**src/rtl/irq_dispatch_n.sv**
```systemverilog
// irq_dispatch_n: breakpoint comparators with pending latches, a keyboard
// scancode FIFO, and a two-state dispatcher that presents one interrupt at a
// time and holds it until the core acknowledges.
module irq_dispatch_n #(
   parameter int NUM_BP    = 4,
   parameter int ADDR_W    = 32,
   parameter int DATA_W    = 16,
   parameter int KEY_W     = 9,
   parameter int KEY_DEPTH = 8
) (
   input  logic                        clk,
   input  logic                        rst,
   input  logic [ADDR_W-1:0]           addr,
   input  logic                        re,
   input  logic                        we,
   input  logic [NUM_BP*ADDR_W-1:0]    bpAddr,
   input  logic [NUM_BP-1:0]           bpEn,
   input  logic [ADDR_W-1:0]           bpVector,
   input  logic [ADDR_W-1:0]           keyboardAddr,
   input  logic                        keyEn,
   input  logic                        keyValid,
   input  logic [KEY_W-1:0]            keyCode,
   input  logic                        irqAck,
   input  logic                        overflowClr,
   output logic                        irq,
   output logic [ADDR_W-1:0]           intAddr,
   output logic [DATA_W-1:0]           intData,
   output logic [NUM_BP-1:0]           pendingBp,
   output logic [$clog2(KEY_DEPTH):0]  keyCount,
   output logic                        keyOverflow
);

   localparam int PTR_W = $clog2(KEY_DEPTH);
   localparam int CNT_W = PTR_W + 1;

   typedef enum logic {S_IDLE, S_BUSY} state_t;

   state_t              state_q, state_d;
   logic [NUM_BP-1:0]   hit, cand, sel_oh;
   logic [NUM_BP-1:0]   pend_q, pend_d;
   logic [DATA_W-1:0]   bp_idx;
   logic                dispatch_bp, pop_key;

   logic [KEY_W-1:0]    key_mem [KEY_DEPTH];
   logic [PTR_W-1:0]    wr_ptr_q, rd_ptr_q;
   logic [CNT_W-1:0]    cnt_q;
   logic                ovf_q;
   logic                key_req, fifo_full, fifo_empty, push, drop;

   logic [ADDR_W-1:0]   addr_q;
   logic [DATA_W-1:0]   data_q;

   // Per-channel address comparators and pending latches. A pending bit is
   // dropped as soon as its channel is disabled, and the dispatched channel
   // also absorbs any same-cycle hit on itself.
   for (genvar gi = 0; gi < NUM_BP; gi++) begin : g_bp
      assign hit[gi]    = (addr == bpAddr[gi*ADDR_W +: ADDR_W]) & bpEn[gi] & (re | we);
      assign pend_d[gi] = bpEn[gi] & cand[gi] & ~(dispatch_bp & sel_oh[gi]);
   end

   assign cand   = pend_q | hit;
   assign sel_oh = cand & (~cand + NUM_BP'(1));   // isolate the lowest set bit

   // Binary index of the lowest candidate channel, used as the payload.
   always_comb begin
      bp_idx = '0;
      for (int i = NUM_BP - 1; i >= 0; i--) begin
         if (cand[i]) bp_idx = DATA_W'(i);
      end
   end

   assign key_req    = keyValid & keyEn;
   assign fifo_full  = (cnt_q == CNT_W'(KEY_DEPTH));
   assign fifo_empty = (cnt_q == '0);
   // A full FIFO still accepts a key when the head leaves on the same edge.
   assign push       = key_req & (~fifo_full | pop_key);
   assign drop       = key_req & fifo_full & ~pop_key;

   // Dispatcher next state: breakpoints outrank keys, no preemption in BUSY.
   always_comb begin
      state_d     = state_q;
      dispatch_bp = 1'b0;
      pop_key     = 1'b0;
      case (state_q)
         S_IDLE: begin
            if (|cand) begin
               dispatch_bp = 1'b1;
               state_d     = S_BUSY;
            end else if (keyEn && !fifo_empty) begin
               pop_key = 1'b1;
               state_d = S_BUSY;
            end
         end
         S_BUSY: begin
            if (irqAck) state_d = S_IDLE;
         end
         default: state_d = S_IDLE;
      endcase
   end

   // Scancode storage; no reset so it maps onto block RAM.
   always_ff @(posedge clk) begin
      if (push) key_mem[wr_ptr_q] <= keyCode;
   end

   // State, pending bits, FIFO bookkeeping and the held interrupt payload.
   always_ff @(posedge clk) begin
      if (rst) begin
         state_q  <= S_IDLE;
         pend_q   <= '0;
         wr_ptr_q <= '0;
         rd_ptr_q <= '0;
         cnt_q    <= '0;
         ovf_q    <= 1'b0;
         addr_q   <= '0;
         data_q   <= '0;
      end else begin
         state_q <= state_d;
         pend_q  <= pend_d;
         if (push)    wr_ptr_q <= wr_ptr_q + PTR_W'(1);
         if (pop_key) rd_ptr_q <= rd_ptr_q + PTR_W'(1);
         case ({push, pop_key})
            2'b10:   cnt_q <= cnt_q + CNT_W'(1);
            2'b01:   cnt_q <= cnt_q - CNT_W'(1);
            default: cnt_q <= cnt_q;
         endcase
         if (drop)             ovf_q <= 1'b1;
         else if (overflowClr) ovf_q <= 1'b0;
         if (dispatch_bp) begin
            addr_q <= bpVector;
            data_q <= bp_idx;
         end else if (pop_key) begin
            addr_q <= keyboardAddr;
            data_q <= DATA_W'(key_mem[rd_ptr_q]);
         end
      end
   end

   assign irq         = (state_q == S_BUSY);
   assign intAddr     = addr_q;
   assign intData     = data_q;
   assign pendingBp   = pend_q;
   assign keyCount    = cnt_q;
   assign keyOverflow = ovf_q;

endmodule

```
**config.mk**
```make
export PLATFORM = sky130hd
export DESIGN_NAME = irq_dispatch_n
export DESIGN_NICKNAME = d
export VERILOG_FILES = /design/src/rtl/irq_dispatch_n.sv
export SDC_FILE = /design/constraint.sdc
export NUM_CORES = 1
export LEC_CHECK = 0
export ABC_AREA = 1
export BUFFER_PORTS_ARGS = -buffer_cell sky130_fd_sc_hd__buf_2
export CORE_MARGIN = 10
export CORE_UTILIZATION = 53
export DETAILED_ROUTE_END_ITERATION = 6
export PLACE_DENSITY_LB_ADDON = 0.05
export SETUP_SLACK_MARGIN = 0.5
export SYNTH_ARGS = -nofsm -noshare
export SYNTH_HDL_FRONTEND = slang
export SYNTH_SLANG_ARGS = --single-unit
```
**constraint.sdc**
```tcl
create_clock -name clk -period 6.7 [get_ports clk]
set_input_delay 0.67 -clock clk [delete_from_list [all_inputs] [get_ports clk]]
set_output_delay 0.67 -clock clk [all_outputs]
set_load 0.005 [all_outputs]
```
# Yosys cells after proc, flatten, opt, wreduce, memory -nomap -nowiden
# Memory sizes are Yosys's and may differ from the RTL's. A register that Yosys moved wholly into a read port is not among the register bits.
# Index checks and enable logic that the tools add are counted.
[totals]
register_bits = 64
latchBits = 0
ramBits = 72
rom_bits = 0
in_bits = 245
output_inout_bits = 58
elab_cells = 87
memories = 1
[memory_table]
columns = ["memory", "depth", "width", "rd", "rd_clocked_by_memory_dff", "write_ports", "line", "rtl"]
rows = [
  ["key_mem", 8, 9, 1, 1, 1, "44", "logic [KEY_W-1:0] key_mem [KEY_DEPTH];"],
]
[classes]
addsub = 5
multipliers = 0
div = 0
n_lt_le_gt_ge = 0
n_eq_ne = 7
n_shift = 0
muxes = 23
bitwise = 36
n_reduce_logical = 7
[op_table]
columns = ["cell", "count"]
rows = [
  ["$eq A32 B32 Y1", 4],
  ["$mux W16", 4],
  ["$mux W32", 2],
  ["$and A1 B1 Y1", 24],
  ["$mux W1", 11],
  ["$add A4 B1 Y4 const B", 2],
  ["$pmux W4 S2", 1],
  ["$not A1 Y1", 7],
  ["$add A3 B1 Y3 const B", 2],
  ["$mux W3", 2],
  ["$reduce_bool A2 Y1", 3],
  ["$and A4 B4 Y4", 1],
  ["$eq A4 B4 Y1 const B", 1],
  ["$logic_not A4 Y1", 1],
  ["$mux W2", 2],
  ["$not A4 Y4", 1],
  ["$or A4 B4 Y4", 1],
  ["$reduce_or A4 Y1", 1],
  ["$sub A4 B1 Y4 const B", 1],
  ["$eq A2 B1 Y1 const B", 1],
  ["$eq A2 B2 Y1 const B", 1],
  ["$or A1 B1 Y1", 2],
  ["$pmux W1 S2", 1],
  ["$logic_and A1 B1 Y1", 1],
  ["$logic_not A1 Y1", 1],
]

# Longest topological paths before layout
# Gate-level depths: netlist of the first run.
[depth]
depth_word = 11
ltp_mapped = 23
mapped_depth_nobuf = 22

# Least setup slack after synthesis of the first run
# Ideal clock, no wire load.
[synth_timing]
kind = "input-to-reg"
startpoint = "in addr[14]"
endpoint = "mem key_mem[0][0] (enable)"
arrival_ps = 2438
setup_slack_ps = 3887
stages = 17
cell_sequence = "buf_2 -> nand2_1 -> inv_1 -> nor2_1 -> nor2_1 -> nand2_1 -> nor2_1 -> nand3_1 -> nor2_2 -> nor2_2 -> nand2_4 -> nor2_4 -> nand2_4 -> nand3_2 -> nand2_2 -> or2_4 -> nor2_1"
[synth_between]
elab_chain_len = 11
[synth_lines]
columns = ["item", "line", "rtl"]
rows = [
  ["from (decl)", "13", "input logic [ADDR_W-1:0] addr,"],
  ["$eq A32 B32 Y1", "57", "assign hit[gi] = (addr == bpAddr[gi*ADDR_W +: ADDR_W]) & bpEn[gi] & (re | we);"],
  ["$and A1 B1 Y1 (2 in series)", "57", ""],
  ["$or A4 B4 Y4 (*)", "61", "assign cand = pend_q | hit;"],
  ["$reduce_or A4 Y1 (*)", "86", "if (|cand) begin"],
  ["$mux W1 (*)", "86", ""],
  ["$mux W1 (*)", "84", "case (state_q)"],
  ["$or A1 B1 Y1 (*)", "76", "assign push = key_req & (~fifo_full | pop_key);"],
  ["$and A1 B1 Y1 (*)", "76", ""],
  ["$mux W1 (*)", "103", "if (push) key_mem[wr_ptr_q] <= keyCode;"],
  ["$mux W1 (implied by the code) (*)", "103", ""],
  ["to (decl)", "44", ""],
]
# Mark *: on every way between the ends. The rest lies on a longest branch, timed or not.

# Worst setup path in the final report of the first run
[layout_timing]
startpoint = "in addr[9]"
endpoint = "mem key_mem[4][4] (enable)"
# Same word-level chain as after synthesis.

==> flow_summary_export.csv, run 1 <==
group,metric,value,unit
die,initial_core_util,0.543,
cts,post-cts-setup-buffer-count,0,
placement,dpl.hpwl,21.0,mm
synth,synth_seq_cells,132,
die,row_count,43,
setup_path,reg2regPathDepth,9,
routing,top_layer,"met4",
grt,grt_start_max_net_pins,45,
routing,via_per_inst,5.16,
grt,antenna_found_initial,6,
timing,hold_violations,0,
grt,grt_usage,0.268,
routing,drc_errors,0,
routing,wl_met3,1.90,mm
setup_path,cp-startpoint,"addr[9]",
cts,clkLatencyLatePin,430,ps
timing,rsz0062_at_grt,"no",
timing,slew_headroom,0.238,
setup_path,path_max_fanout,9,
synth,synthArstFlopShare,0,
grt,globalRouteOverflowTotal,0,
synth,synthDistinctLibCells,41,
synth,postSynthCellCount,995,
worst_hold_path,min_path_type,"input pin to flop",
cts,cts_root_buf,"clkbuf_16",
die,io_pins,303,
synth,synthFlopType,"edfxtp_1",
placement,portBuffers,295,
timing,worst_pin_slew,1140,ps
setup_path,max_stage_delay,660,ps
die,dieArea,19400,um2
timing,setup_violations,0,
cts,holdBufCountCts,0,
layout,stdcell_count,1476,
power_and_ir_drop,p_leak,0.00462,uW
timing,fmax,0.339,GHz
setup_path,cp_common_cell,"nor2_1",
timing,skew,6.97,ps
layout,post-route-util,0.696,
layout,nFillCells,1203,
synth,synth_edf_count,72,
timing,maxSlewViolCount,0,
job,drv_cap,0,
routing,wl_met1,10.3,mm
outcome,status,"finished, final reports clean",
cts,htreeDepth,4,
setup_path,cp_cell_sequence,"buf_2, inv_1, or2_0, nand3_1, nor2_1, nand3_1, nor2_1, nand2_1, nand2_1, nor2_4, nand2_4, nand3_2, nand2_2, or2_4, nor2_1",
routing,first_pass_iters,5,
synth,yosysMostFrequentCell,"nand2_1",
synth,yosysSeqAreaShare,0.447,
cts,cts-resized-gates,0,
synth,yosysTopAreaCell,"edfxtp_1",
cts,path_clk_slew,60,ps
routing,dr_total_vias,7617,
setup_path,r2r_setup_slack,3920,ps
layout,drive_gt1_frac,0.284,
power_and_ir_drop,ir_worst_vdd,0.000269,V
layout,nets,1523,
layout,area_growth,28.3,%
power_and_ir_drop,pwr_density_cell,270,nW/um2
routing,drtIter0Drc,631,
synth,yosys-top-cells-count,"282 x nand2_1, 126 x nor2_1, 91 x inv_1",
synth,synth_top_area_frac,0.287,
grt,grt_pass1_vias,7291,
routing,drt.antenna.violating_nets,0,
timing,hold_ws,447,ps
setup_path,critical_path_required,6750,ps
die,die_x,139,um
synth,syn-mean-instance-area,7.57,um2
timing,period_needed,2950,ps
setup_path,start_kind,"input pin",
setup_path,criticalPathCategory,"input pin to flop",
placement,dp.cells,1436,
cts,cts.sinks,132,
setup_path,endpoint,"key_mem[4][4]",
grt,grt_pass1_wl,41.2,mm
die,die_h,139,um
timing,fin_tns_setup,0,ps
setup_path,arrival,3000,ps
routing,wirelength,26.8,mm
timing,period_share,0.440,
setup_path,cpMaxStageDelayCell,"nor2_1",
setup_path,reg2reg_from,"keyCount[2]",
synth,synth.area.top_cells,"edfxtp_1 29%, dfxtp_1 16%, nand2_1 14%, nor2_1 6.3%, inv_1 4.5%",
placement,gp_congestion,0.913,
synth,ys_warn_count,0,
cts,numCtsBuffers,17,
setup_path,end_kind,"flop",
cts,cts_tree,"built",
routing,met2_length,13.8,mm
routing,avgRoutedWirePerCell,18.1,um
setup_path,regToRegEndpoint,"key_mem[4][4]",
cts,clock_path_buffers,2,
synth,netlist_area,7530,um2
die,fp.coreArea,13900,um2
[state kept, by name, summed over array words and instances, names as in the netlist, named ones only]
register / flops
intAddr: 32
intData: 9
irq: 1
keyCount: 4
keyOverflow: 1
key_mem: 72
pendingBp: 4
rd_ptr_q: 3
wr_ptr_q: 3
[per-layer routing]
metal  up-vias  GRT usage
met2       324      0.474
met4         0     0.0983
li1       3792          -
met3        44     0.0613
met5         -          0
met1      3457      0.306
[worst min-delay path by stage]
stage	start	endpoint	slack, ps	depth (start not counted)
floorplan	intData[7]	intData[7]	460	2
global placement	intData[8]	intData[8]	450	2
detailed placement	intData[8]	intData[8]	450	2
CTS	irqAck	irq	430	2
global route	irqAck	irq	430	2
finish	irqAck	irq	450	2
[logic make-up after synthesis]
group	synth area share
and+or+nand+nor	0.281
buffers and inverters	0.0867
DFF	0.447
AOI/OAI and AO/OA	0.103
xor gates and xnor gates	0.0768
adders and majority gates	0.00498
other	0.000498
[worst max-delay path: cells and delay by family]
family                 cells  cell delay [ps]
AND/OR/NAND/NOR           13             2110
buffers and inverters      2              210
[where the power goes]
| part | internal [uW] | switching, uW | leakage, uW |
|---|---|---|---|
| Sequential | 926 | 43.4 | 0.00114 |
| Combinational | 269 | 441 | 0.00319 |
| Clock | 530 | 400 | 0.000290 |
[area by class of cell]
cell class | instances | area (um2) | share of cell area
Clock inverter | 15 | 164 | 0.0170
Antenna cell | 8 | 20.0 | 0.00207
Inverter | 114 | 430 | 0.0445
Timing Repair Buffer | 297 | 1490 | 0.154
Multi-Input combinational cell | 713 | 3540 | 0.367
Sequential cell | 132 | 3360 | 0.348
Tap cell | 180 | 225 | 0.0233
Clock buffer | 17 | 425 | 0.0440
[cell usage in the layout, fill, tap and decap left out, types with 8 or more instances in the layout]
| master | n |
|---|---|
| clkbuf_16 | 17 |
| buf_2 | 295 |
| diode_2 | 8 |
| dfxtp_1 | 60 |
| a21oi_1 | 20 |
| nand2_1 | 282 |
| inv_1 | 91 |
| xnor2_1 | 36 |
| a31oi_1 | 32 |
| o21ai_0 | 47 |
| xor2_1 | 30 |
| o21ai_1 | 9 |
| edfxtp_1 | 72 |
| nand3_1 | 58 |
| o221ai_1 | 9 |
| nor2_1 | 126 |
| inv_2 | 20 |
[metrics by stage]
stage / setup slack (ps) / power [uW] / cell area, um2
final: 3750 / 2610 / 9660
after global routing: 3530 / 2740 / 9650
after CTS: 3790 / 2610 / 9640
after detailed placement: 3350 / 1690 / 9050
after global placement: 3370 / 1680 / 9050
after floorplan: 3890 / 1420 / 7550
No activity file was read; power rests on OpenSTA's default activity.
==> inputs of run 2 (changes only) <==
Settings changed: ABC_AREA 1 to 0, CORE_UTILIZATION 53 to 44.
Clock period 6.7 ns to 2.5 ns, I/O delays scaled along.
==> run 2 against run 1 <==
Compared with the run above:
- wire length up 1.6%
- synthesized cell count is 36% lower
- via count shrank 18%
- design area grew 7.7%
- critical endpoint is now keyCount[2]
- highest routed layer unchanged
==> flow_summary_export.csv, run 2 <==
group,metric,value,unit
layout,nets,1205,
synth,yosys-top-cells-count,"122 x xnor2_1, 72 x edfxtp_1, 70 x nand2_1",
setup_path,start_kind,"input pin",
setup_path,criticalPathCategory,"input pin to flop",
cts,cts.sinks,132,
setup_path,cpMaxStageDelayCell,"nor4_4",
setup_path,end_kind,"flop",
setup_path,path_max_fanout,2,
setup_path,cp_common_cell,"nor4_4",
synth,postSynthCellCount,638,
cts,numCtsBuffers,17,
synth,synthArstFlopShare,0,
timing,period_needed,2140,ps
outcome,status,"finished, final reports clean",
setup_path,path_delay_family,"simple AND/OR/NAND/NOR gates",
setup_path,arrival,2440,ps
setup_path,reg2reg_from,"keyCount[3]",
job,drv_cap,0,
synth,yosysMostFrequentCell,"xnor2_1",
grt,grt_pass1_vias,6488,
power_and_ir_drop,pwr_density_cell,775,nW/um2
timing,fin_tns_setup,0,ps
layout,mostFrequentLayoutCell,"buf_2",
routing,drtIter0Drc,287,
die,die_x,147,um
routing,avgRoutedWirePerCell,22.9,um
routing,first_pass_iters,5,
die,fp.coreArea,15800,um2
grt,antenna_found_initial,3,
setup_path,cp-startpoint,"bpAddr[2]",
placement,gp_congestion,0.909,
cts,path_clk_slew,60,ps
power_and_ir_drop,ir_worst_vdd,0.000763,V
setup_path,cp_cell_sequence,"buf_4, xnor2_2, nand4_1, nor4_4, a31oi_4, nand2_4, buf_6, nor4_4, xnor2_1, ha_2, nand2_2, a2bb2oi_2, mux2_4",
layout,post-route-util,0.657,
layout,area_growth,47.0,%
timing,maxSlewViolCount,0,
timing,worst_pin_slew,741,ps
layout,stdcell_area,10400,um2
die,io_pins,303,
die,die_h,147,um
timing,slew_headroom,0.506,
timing,rsz0062_at_grt,"yes",
grt,grt_pass1_wl,39.8,mm
die,row_count,46,
cts,htreeDepth,4,
timing,setup_violations,0,
synth,netlist_area,7080,um2
power_and_ir_drop,p_leak,0.00422,uW
synth,synth.area.top_cells,"edfxtp_1 31%, dfxtp_1 17%, xnor2_1 15%, mux4_2 5.7%, a311oi_1 4.0%",
placement,dpl.hpwl,21.2,mm
synth,synth_seq_cells,132,
synth,ys_warn_count,0,
grt,grt_start_max_net_pins,45,
routing,via_per_inst,5.23,
worst_hold_path,min_path_type,"input pin to flop",
routing,dr_total_vias,6223,
grt,globalRouteOverflowTotal,0,
routing,drc_errors,0,
synth,synth_edf_count,72,
synth,yosysTopAreaCell,"edfxtp_1",
synth,synthFlopType,"edfxtp_1",
layout,top_register,"key_mem",
timing,fmax,0.468,GHz
setup_path,critical_path_required,2800,ps
cts,cts_root_buf,"clkbuf_16",
timing,period_share,0.854,
cts,cts_tree,"built",
routing,drt.antenna.violating_nets,0,
synth,synth_top_area_frac,0.305,
layout,drive_gt1_frac,0.497,
synth,synthDistinctLibCells,56,
power_and_ir_drop,power,8060,uW
setup_path,max_stage_delay,350,ps
grt,grt_usage,0.241,
timing,hold_violations,0,
layout,final_cell_mix,"266 x buf_2, 91 x xnor2_1, 72 x edfxtp_1",
synth,syn-mean-instance-area,11.1,um2
setup_path,path_buf_inv,2,
die,dieArea,21600,um2
synth,yosysSeqAreaShare,0.475,
routing,wirelength,27.2,mm
cts,clkLatencyLatePin,420,ps
placement,portBuffers,295,
layout,largest_reg_flops,72,
timing,skew,9.59,ps
placement,place_area,8890,um2
die,initial_core_util,0.447,
worst_hold_path,hp-start,"bpEn[0]",
cts,clock_path_buffers,2,
run 2: cell count changes after synthesis, moves of 43 or more:
| cell | change |
|---|---|
| xnor2_1 | +86 |
| o21ai_0 | -43 |
| nand2_1 | -212 |
| nand3_1 | -53 |
| nor2_1 | -74 |
| inv_1 | -81 |
run 2: worst paths after layout:
kind / end / slack [ps] / cells after the start
max: keyCount[2] / 360 / 13
min: pendingBp[0] / 70 / 3
max reg2reg: keyCount[2] / 470 / 9
min reg2reg: intData[0] / 470 / 2
run 2: repair_timing:
action                     CTS  global route
hold buffers                 0             0
pin swaps                   50            24
setup buffers               24             2
cloned                       0             3
setup endpoints to repair  103            81
gates resized for setup     88            42
run 2: cells by family after synthesis:
kind of cell               after synthesis  synth area share
DFF                                    132             0.475
buffers and inverters                   70            0.0504
muxes                                   32            0.0779
adders and majority gates                3           0.00530
and+or+nand+nor                        201             0.145
AOI/OAI and AO/OA                       68            0.0838
xor gates and xnor gates               131             0.162
other                                    1          0.000530
run 2: final cells by class:
| class | instances | area [um2] |
|---|---|---|
| fill | 1265 | 5420 |
| multi-input combinational | 442 | 3870 |
| sequential | 132 | 3370 |
| timing repair buffer | 354 | 2260 |
| clock buffer | 17 | 425 |
| tap | 216 | 270 |
| clock inverter | 15 | 163 |
| inverter | 10 | 37.5 |
| antenna | 3 | 7.51 |
run 2: worst min-delay path: cells and delay by family:
family,cells,cell delay (ps)
buffers and inverters,1,100
and+or+nand+nor,2,90
run 2: metrics by stage:
stage	setup slack, ps	cells	hold slack [ps]
final	364	1189	73.1
after global routing	351	1189	64.6
after CTS	448	1181	52.4
after detailed placement	-298	1125	467
after global placement	-299	1125	457
after floorplan	24.6	644	349
run 2: power by group:
group	internal, uW	total (uW)	switching, uW	leakage (uW)
Sequential	2600	2780	187	0.00114
Combinational	1370	2820	1450	0.00280
Clock	1410	2460	1050	0.000283
run 2: metal layers:
layer	global-route usage	up-vias	share of wire
li1	-	2931	-
met1	0.266	3015	0.37
met2	0.450	248	0.55
met3	0.0550	29	0.064
met4	0.0646	0	0.017
met5	0	-	0
